### config.mk
export PLATFORM = sky130hd
export DESIGN_NAME = rs_encoder
export DESIGN_NICKNAME = d
export VERILOG_FILES = /design/src/rtl/rs_encoder.sv
export SDC_FILE = /design/constraint.sdc
export NUM_CORES = 1
export LEC_CHECK = 0
export CORE_MARGIN = 5
export CORE_UTILIZATION = 62
export CTS_CLUSTER_SIZE = 10
export DETAILED_ROUTE_END_ITERATION = 10
export GPL_ROUTABILITY_DRIVEN = 0
export GPL_TIMING_DRIVEN = 0
export PLACE_DENSITY = 0.93
export SLEW_MARGIN = 20
export SYNTH_ARGS = -nofsm -noshare
export SYNTH_HDL_FRONTEND = slang
export SYNTH_SLANG_ARGS = --single-unit
### constraint.sdc
create_clock -name i_clk -period 6.2 [get_ports i_clk]
set_clock_uncertainty 0.15 [all_clocks]
set_input_delay 0.93 -clock i_clk [delete_from_list [all_inputs] [get_ports i_clk]]
set_output_delay 0.93 -clock i_clk [all_outputs]
set_load 0.01 [all_outputs]
### src/rtl/rs_encoder.sv
// Systematic RS(K+NPAR,K) encoder over GF(256), poly 0x11D.
// Message symbols pass through; NPAR parity symbols follow from an LFSR.
module rs_encoder #(
  parameter int K    = 24,
  parameter int NPAR = 4
) (
  input  logic       i_clk,
  input  logic       i_rst,
  input  logic       i_valid,
  input  logic [7:0] i_data,
  output logic       o_in_ready,
  output logic       o_valid,
  output logic [7:0] o_data,
  output logic       o_last,
  input  logic       i_ready
);

  localparam int CMAX = (K > NPAR) ? K : NPAR;
  localparam int CW   = $clog2(CMAX + 1);

  localparam logic [CW-1:0] K_LAST = CW'(K - 1);
  localparam logic [CW-1:0] P_LAST = CW'(NPAR - 1);

  function automatic logic [7:0] gf_mul(
    input logic [7:0] a,
    input logic [7:0] b
  );
    logic [7:0] p;
    logic [7:0] x;
    p = '0;
    x = a;
    for (int i = 0; i < 8; i++) begin
      if (b[i]) p ^= x;
      x = {x[6:0], 1'b0} ^ (x[7] ? 8'h1d : 8'h00);
    end
    return p;
  endfunction

  // g[j] is the x^j coefficient of prod(x + alpha^i)
  function automatic logic [NPAR:0][7:0] gen_poly();
    logic [NPAR:0][7:0] g;
    logic [7:0]         root;
    g    = '0;
    g[0] = 8'h01;
    root = 8'h01;
    for (int i = 0; i < NPAR; i++) begin
      for (int j = NPAR; j > 0; j--)
        g[j] = g[j-1] ^ gf_mul(g[j], root);
      g[0] = gf_mul(g[0], root);
      root = gf_mul(root, 8'h02);
    end
    return g;
  endfunction

  localparam logic [NPAR:0][7:0] G = gen_poly();

  typedef enum logic {
    MSG,
    PAR
  } state_t;

  state_t               state_q, state_d;
  logic [CW-1:0]        cnt_q, cnt_d;
  logic [NPAR-1:0][7:0] r_q, r_d;
  logic [7:0]           data_q, data_d;
  logic                 valid_q, valid_d;
  logic                 last_q, last_d;
  logic                 fr;
  logic [7:0]           fb;

  assign fr         = !valid_q || i_ready;
  assign o_in_ready = (state_q == MSG) && fr;
  assign o_valid    = valid_q;
  assign o_data     = data_q;
  assign o_last     = last_q;

  always_comb begin
    state_d = state_q;
    cnt_d   = cnt_q;
    r_d     = r_q;
    data_d  = data_q;
    valid_d = valid_q;
    last_d  = last_q;
    fb      = i_data ^ r_q[NPAR-1];
    if (fr) begin
      valid_d = 1'b0;
      last_d  = 1'b0;
    end
    unique case (state_q)
      MSG: begin
        if (i_valid && fr) begin
          data_d  = i_data;
          valid_d = 1'b1;
          r_d[0]  = gf_mul(fb, G[0]);
          for (int j = 1; j < NPAR; j++)
            r_d[j] = r_q[j-1] ^ gf_mul(fb, G[j]);
          if (cnt_q == K_LAST) begin
            cnt_d   = '0;
            state_d = PAR;
          end else begin
            cnt_d = cnt_q + 1'b1;
          end
        end
      end
      PAR: begin
        if (fr) begin
          data_d  = r_q[NPAR-1];
          valid_d = 1'b1;
          r_d[0]  = 8'h00;
          for (int j = 1; j < NPAR; j++)
            r_d[j] = r_q[j-1];
          if (cnt_q == P_LAST) begin
            last_d  = 1'b1;
            cnt_d   = '0;
            state_d = MSG;
          end else begin
            cnt_d = cnt_q + 1'b1;
          end
        end
      end
      default: state_d = MSG;
    endcase
  end

  always_ff @(posedge i_clk) begin
    if (i_rst) begin
      state_q <= MSG;
      cnt_q   <= '0;
      r_q     <= '0;
      data_q  <= 8'h00;
      valid_q <= 1'b0;
      last_q  <= 1'b0;
    end else begin
      state_q <= state_d;
      cnt_q   <= cnt_d;
      r_q     <= r_d;
      data_q  <= data_d;
      valid_q <= valid_d;
      last_q  <= last_d;
    end
  end

endmodule

=== Yosys cells after proc, flatten, opt, wreduce, memory -nomap -nowiden ===
Index checks and enable logic that the tools add are counted.

* Muxes and demuxes: 54
* Add/sub/neg operators: 1
* Eq/ne operators: 4
* Reduce and logical (&&, ||, !) cells: 5
* Bitwise operators: 20

{| class="wikitable"
|+ Operators by type and width
! cell !! count
|-
| $mux W8 || 26
|-
| $xor A8 B8 Y8 || 13
|-
| $mux W32 || 2
|-
| $pmux W32 S2 || 1
|-
| $mux W5 || 10
|-
| $xor A8 B5 Y8 || 6
|-
| $pmux W8 S2 || 1
|-
| $mux W1 || 11
|-
| $pmux W5 S2 || 1
|-
| $add A5 B1 Y5 const B || 1
|-
| $eq A5 B2 Y1 const B || 1
|-
| $eq A5 B5 Y1 const B || 1
|-
| $ne A2 B1 Y1 const B || 2
|-
| $pmux W1 S2 || 2
|-
| $logic_and A1 B1 Y1 || 2
|-
| $reduce_and A2 Y1 || 1
|-
| $logic_not A1 Y1 || 1
|-
| $logic_or A1 B1 Y1 || 1
|-
| $not A1 Y1 || 1
|}

* Word-level logic and storage cells: 93
* Input bits: 12
* Bits in registers: 48
* Output and inout port bits: 11

=== Depth between registers and ports, before layout ===
* Depth in word-level cells: 21
* Gate-level depth with buffers: 7
* Gate-level depth less buffers: 6

=== Least setup slack after synthesis ===
Ideal clock, no wire load.

* Kind: input port to flip-flop
* From: in i_data[5]
* To: reg r_q[14] in the netlist's numbering
* Setup time: 0.091 ns
* Arrival: 2.525 ns
* Buffers on the path: 0
* Stages on the path: 6
* Slack: 3.435 ns
* Data required time: 5.959 ns
* Path through: xnor2_2 > xnor2_1 > xnor3_1 > xnor2_1 > or3_1 > a311oi_1

* Cells in the longest elaborated chain, start to end: 16
* Elaborated cells on any way between the ends: 17
* Classes of those cells: mux: 7; bitwise: 10

{| class="wikitable"
|+ Ends and longest elaborated chain
! element !! line !! text
|-
| start: declaration || 10 || <nowiki>input logic [7:0] i_data,</nowiki>
|-
| $xor A8 B8 Y8 * || 84 || <nowiki>fb = i_data ^ r_q[NPAR-1];</nowiki>
|-
| $xor A8 B5 Y8 * (2 in series) || 34 || <nowiki>x = {x[6:0], 1'b0} ^ (x[7] ? 8'h1d : 8'h00);</nowiki>
|-
| $mux W5 * || 34 ||
|-
| $xor A8 B5 Y8 * || 34 ||
|-
| $xor A8 B5 Y8 * (2 in series) || -- ||
|-
| $xor A8 B8 Y8 || 33 || <nowiki>if (b[i]) p ^= x;</nowiki>
|-
| $mux W8 || 91 || <nowiki>if (i_valid && fr) begin</nowiki>
|-
| $mux W8 || 89 || <nowiki>unique case (state_q)</nowiki>
|-
| $xor A8 B8 Y8 * || 33 ||
|-
| $mux W8 * || 91 ||
|-
| $mux W8 * || 89 ||
|-
| $xor A8 B8 Y8 * || 96 || <nowiki>r_d[j] = r_q[j-1] ^ gf_mul(fb, G[j]);</nowiki>
|-
| $mux W32 * || 91 ||
|-
| $pmux W32 S2 * || 89 ||
|-
| end signal: assignment || 136 || <nowiki>r_q <= r_d;</nowiki>
|-
| end: declaration || 64 || <nowiki>logic [NPAR-1:0][7:0] r_q, r_d;</nowiki>
|}

Every way passes the cells marked *; elsewhere a longest branch is shown, timed or not. The select of a mux whose other input is x is not followed.
A chain may end at the register's enable or synchronous reset.

=== Worst setup path in the final report ===
* From: in i_data[4]
* To: reg r_q[15] in the netlist's numbering

* Cells in the longest elaborated chain, start to end: 18

{| class="wikitable"
|+ Ends and longest elaborated chain
! element !! line
|-
| $xor A8 B8 Y8 || 84
|-
| $xor A8 B5 Y8 (3 in series) || 34
|-
| $mux W8 || 91
|-
| $mux W8 || 89
|-
| $xor A8 B8 Y8 || 33
|-
| $mux W8 || 91
|-
| $mux W8 || 89
|-
| $xor A8 B8 Y8 || 33
|-
| $mux W8 || 91
|-
| $mux W8 || 89
|-
| $xor A8 B8 Y8 || 33
|-
| $mux W8 || 91
|-
| $mux W8 || 89
|-
| $xor A8 B8 Y8 || 96
|-
| $mux W32 || 91
|-
| $pmux W32 S2 || 89
|}

No other way between the ends. The select of a mux whose other input is x is not followed.

==> summary.txt <==
Status
  • Outcome: complete, no violations

Synthesis
  • Cell variety after synth: 31
  • Seq/Total Area, Yosys: 35.7%
  • Syn_nets: 310
  • Synth Instances: 297
  • Mean post-synth cell area: 9.06 sq um
  • Synth top area cells: dfxtp_1, xnor2_1, nor2_1
  • Top-area cell type share of the netlist area: 35.7%
  • Dominant cell type by area after synthesis: dfxtp_1
  • #FFs+latches synth: 48
  • Ys Warns: 0
  • Cell area after synthesis: 2690 sq um

Clocking
  • H-tree depth: 2
  • Root Buffer: clkbuf_8
  • CTS buffer count: 5
  • Clk_lat worst skew: 0.31 ns
  • Clock sink count: 48
  • CTS resizes: 0
  • Clock-pin slew on the worst setup and hold paths: 0.08 ns
  • Number of setup buffers added after CTS: 0
  • CTS tree: yes
  • Cts hold-fix bufs: 0
  • Bufs on Longest Clock Path: 2

Timing
  • Unrepaired setup endpoints after global routing: false
  • Final Hold Fails: 0
  • Slew Limit Fails: 0
  • Max transition margin: 45.6%
  • Final worst-path cycle share: 55.0%
  • Setup ws final: 2.79 ns
  • Worst-margin pin slew: 0.810 ns
  • Fin crit period: 3.41 ns
  • Final setup vio count: 0
  • Fin Setup TNS: 0 ns
  • Max Fclk: 293 MHz

Global route
  • First-pass GRT wire length: 11.1 mm
  • Largest net degree at the start of global routing: 14
  • Vias in the first global route: 2259
  • Initial antenna violation count: 0
  • GRT Util Overall: 25.8%
  • Total gr overflow: 0

Cells and area
  • Final nets: 338
  • Fin util: 70.9%
  • Most frequent cells in the layout: nor2_1, dfxtp_1, xnor2_1, clkdlybuf4s50_1
  • FILL cells: 309
  • Diode count: 0
  • Area Overhead vs Synth: 13.1%
  • Most common cell after layout, fill and taps aside: nor2_1
  • Share of cells above drive strength 1: 4.62%

Drt
  • DRT iter0 DRCs: 246
  • TritonRoute pass-1 iters: 5
  • Metal2 WL: 3.32 mm
  • Vias post-DR: 2353
  • DR top layer: met4
  • Detailed Route WL: 6.77 mm
  • DRC violations left: 0
  • DRT antenna net count: 0
  • Routed len/inst: 17.9 microns
  • Post-Route M1 WL: 2.74 mm
  • Vias/cell: 6.24
  • Met3 wire length: 521 microns

Critical path
  • WS Path Type: input pin to register
  • Crit. Startpoint: i_data[4]
  • CP startpoint kind: input pin
  • Req. time, crit path: 6.27 ns
  • Slowest stage delay, CP: 0.65 ns
  • Max FO, Critical Path: 5
  • Reg2reg start: r_q[28]$_SDFFE_PP0P_
  • Critical Path Most Common Cell: xnor3_1
  • CP endpoint kind: register
  • Cell Chain, Critical Path: clkdlybuf4s50_1 -> xor2_1 -> xnor3_1 -> xnor3_1 -> nor2_1 -> xnor2_1 -> a211oi_1
  • CP max-delay cell: xnor3_1
  • CP arrival: 3.48 ns

Power
  • Static Leak: 1.08 nW
  • PD cells: 646 nW/um^2
  • Max VDD drop: 0.570 mV

Placement
  • Buffers on Ports: 21
  • Post-place setup slack: 2.58 ns
  • DP Wirelength: 4.69 mm

Die
  • Die height: 75.9 microns
  • Die area: 5760 sq um
  • Core area: 4290 sq um
  • Initial Util: 62.7%
  • # IOs: 23
  • # rows: 24
  • Die W: 75.9 microns

Flow run
  • Max cap viols: 0

Worst hold path
  • Hold WC Path Type: register to register
cell families after synthesis:
group           share of synthesized area [%]
simple gates                             15.0
compound gates                           16.4
xor+xnor                                 26.3
flops                                    35.7
buf+inv                                  2.79
mux                                      3.35
fa+ha+maj                               0.465
routing by layer:
layer  vias to the layer above  GRT usage (%)
met3                        19           4.88
met5                         -              0
met4                         0           11.3
met2                       115           41.6
met1                      1125           33.5
li1                       1094              -
critical path: cells and delay by family:
kind / cells / cell delay [ns]
AO/OA/AOI/OAI: 1 / 0.23
XOR/XNOR: 4 / 1.57
buffers and inverters: 1 / 0.50
AND/OR/NAND/NOR: 1 / 0.26
through the flow:
| step | total power [mW] | area [sq um] | cells | hold WS, ns |
|---|---|---|---|---|
| floorplan | 1.51 | 2690 | 297 | 0.304 |
| global placement | 1.69 | 2970 | 370 | 0.302 |
| detailed placement | 1.73 | 2970 | 370 | 0.300 |
| CTS | 1.93 | 3040 | 377 | 0.317 |
| global route | 2.08 | 3040 | 377 | 0.342 |
| finish | 1.97 | 3040 | 377 | 0.321 |
Yosys cell counts:
master,number
a211oi_1,17
xnor2_4,3
nor3_1,3
a311oi_1,15
nor2_1,60
xnor2_1,41
clkbuf_1,16
nor2b_1,1
nand3_1,1
ha_1,1
inv_1,1
a31oi_1,1
nor4_1,2
o21ai_1,1
a21oi_1,5
buf_1,3
mux2i_1,9
a22oi_1,6
or3_1,14
xnor3_1,4
xor2_1,9
o21a_1,1
nand2_1,9
xnor2_2,5
nand2b_1,2
dfxtp_1,48
nand4_1,1
xor2_2,1
a41o_1,1
o21bai_1,1
o21ai_0,15
area by class of cell:
cell class	count	area, sq um	area share [%]
Clock inverter	1	5.00	0.164
Inverter	1	3.75	0.123
Timing Repair Buffer	21	210	6.91
Tap cell	52	65.1	2.14
Multi-Input combinational cell	229	1660	54.4
Buffer	19	71.3	2.34
Clock buffer	6	72.6	2.38
Sequential cell	48	961	31.6
registers in the layout, indices dropped and copies added (netlist names), named ones only:
signal,flops
r_q,32
o_data,8
cnt_q,5
state_q,1
o_valid,1
final timing paths:
check	slack, ns	end	cells after the start
max	2.79	r_q[15]$_SDFFE_PP0P_	7
min reg2reg	0.32	register	2
max reg2reg	3.54	r_q[15]$_SDFFE_PP0P_	6
min	0.32	register	2
power breakdown:
part	leakage (nW)	total, mW	internal, mW	switching (mW)
clock network	0.0410	0.180	0.0769	0.103
logic	0.641	1.30	0.629	0.673
registers	0.397	0.484	0.402	0.0819
Power figures use the tool's default switching activity.
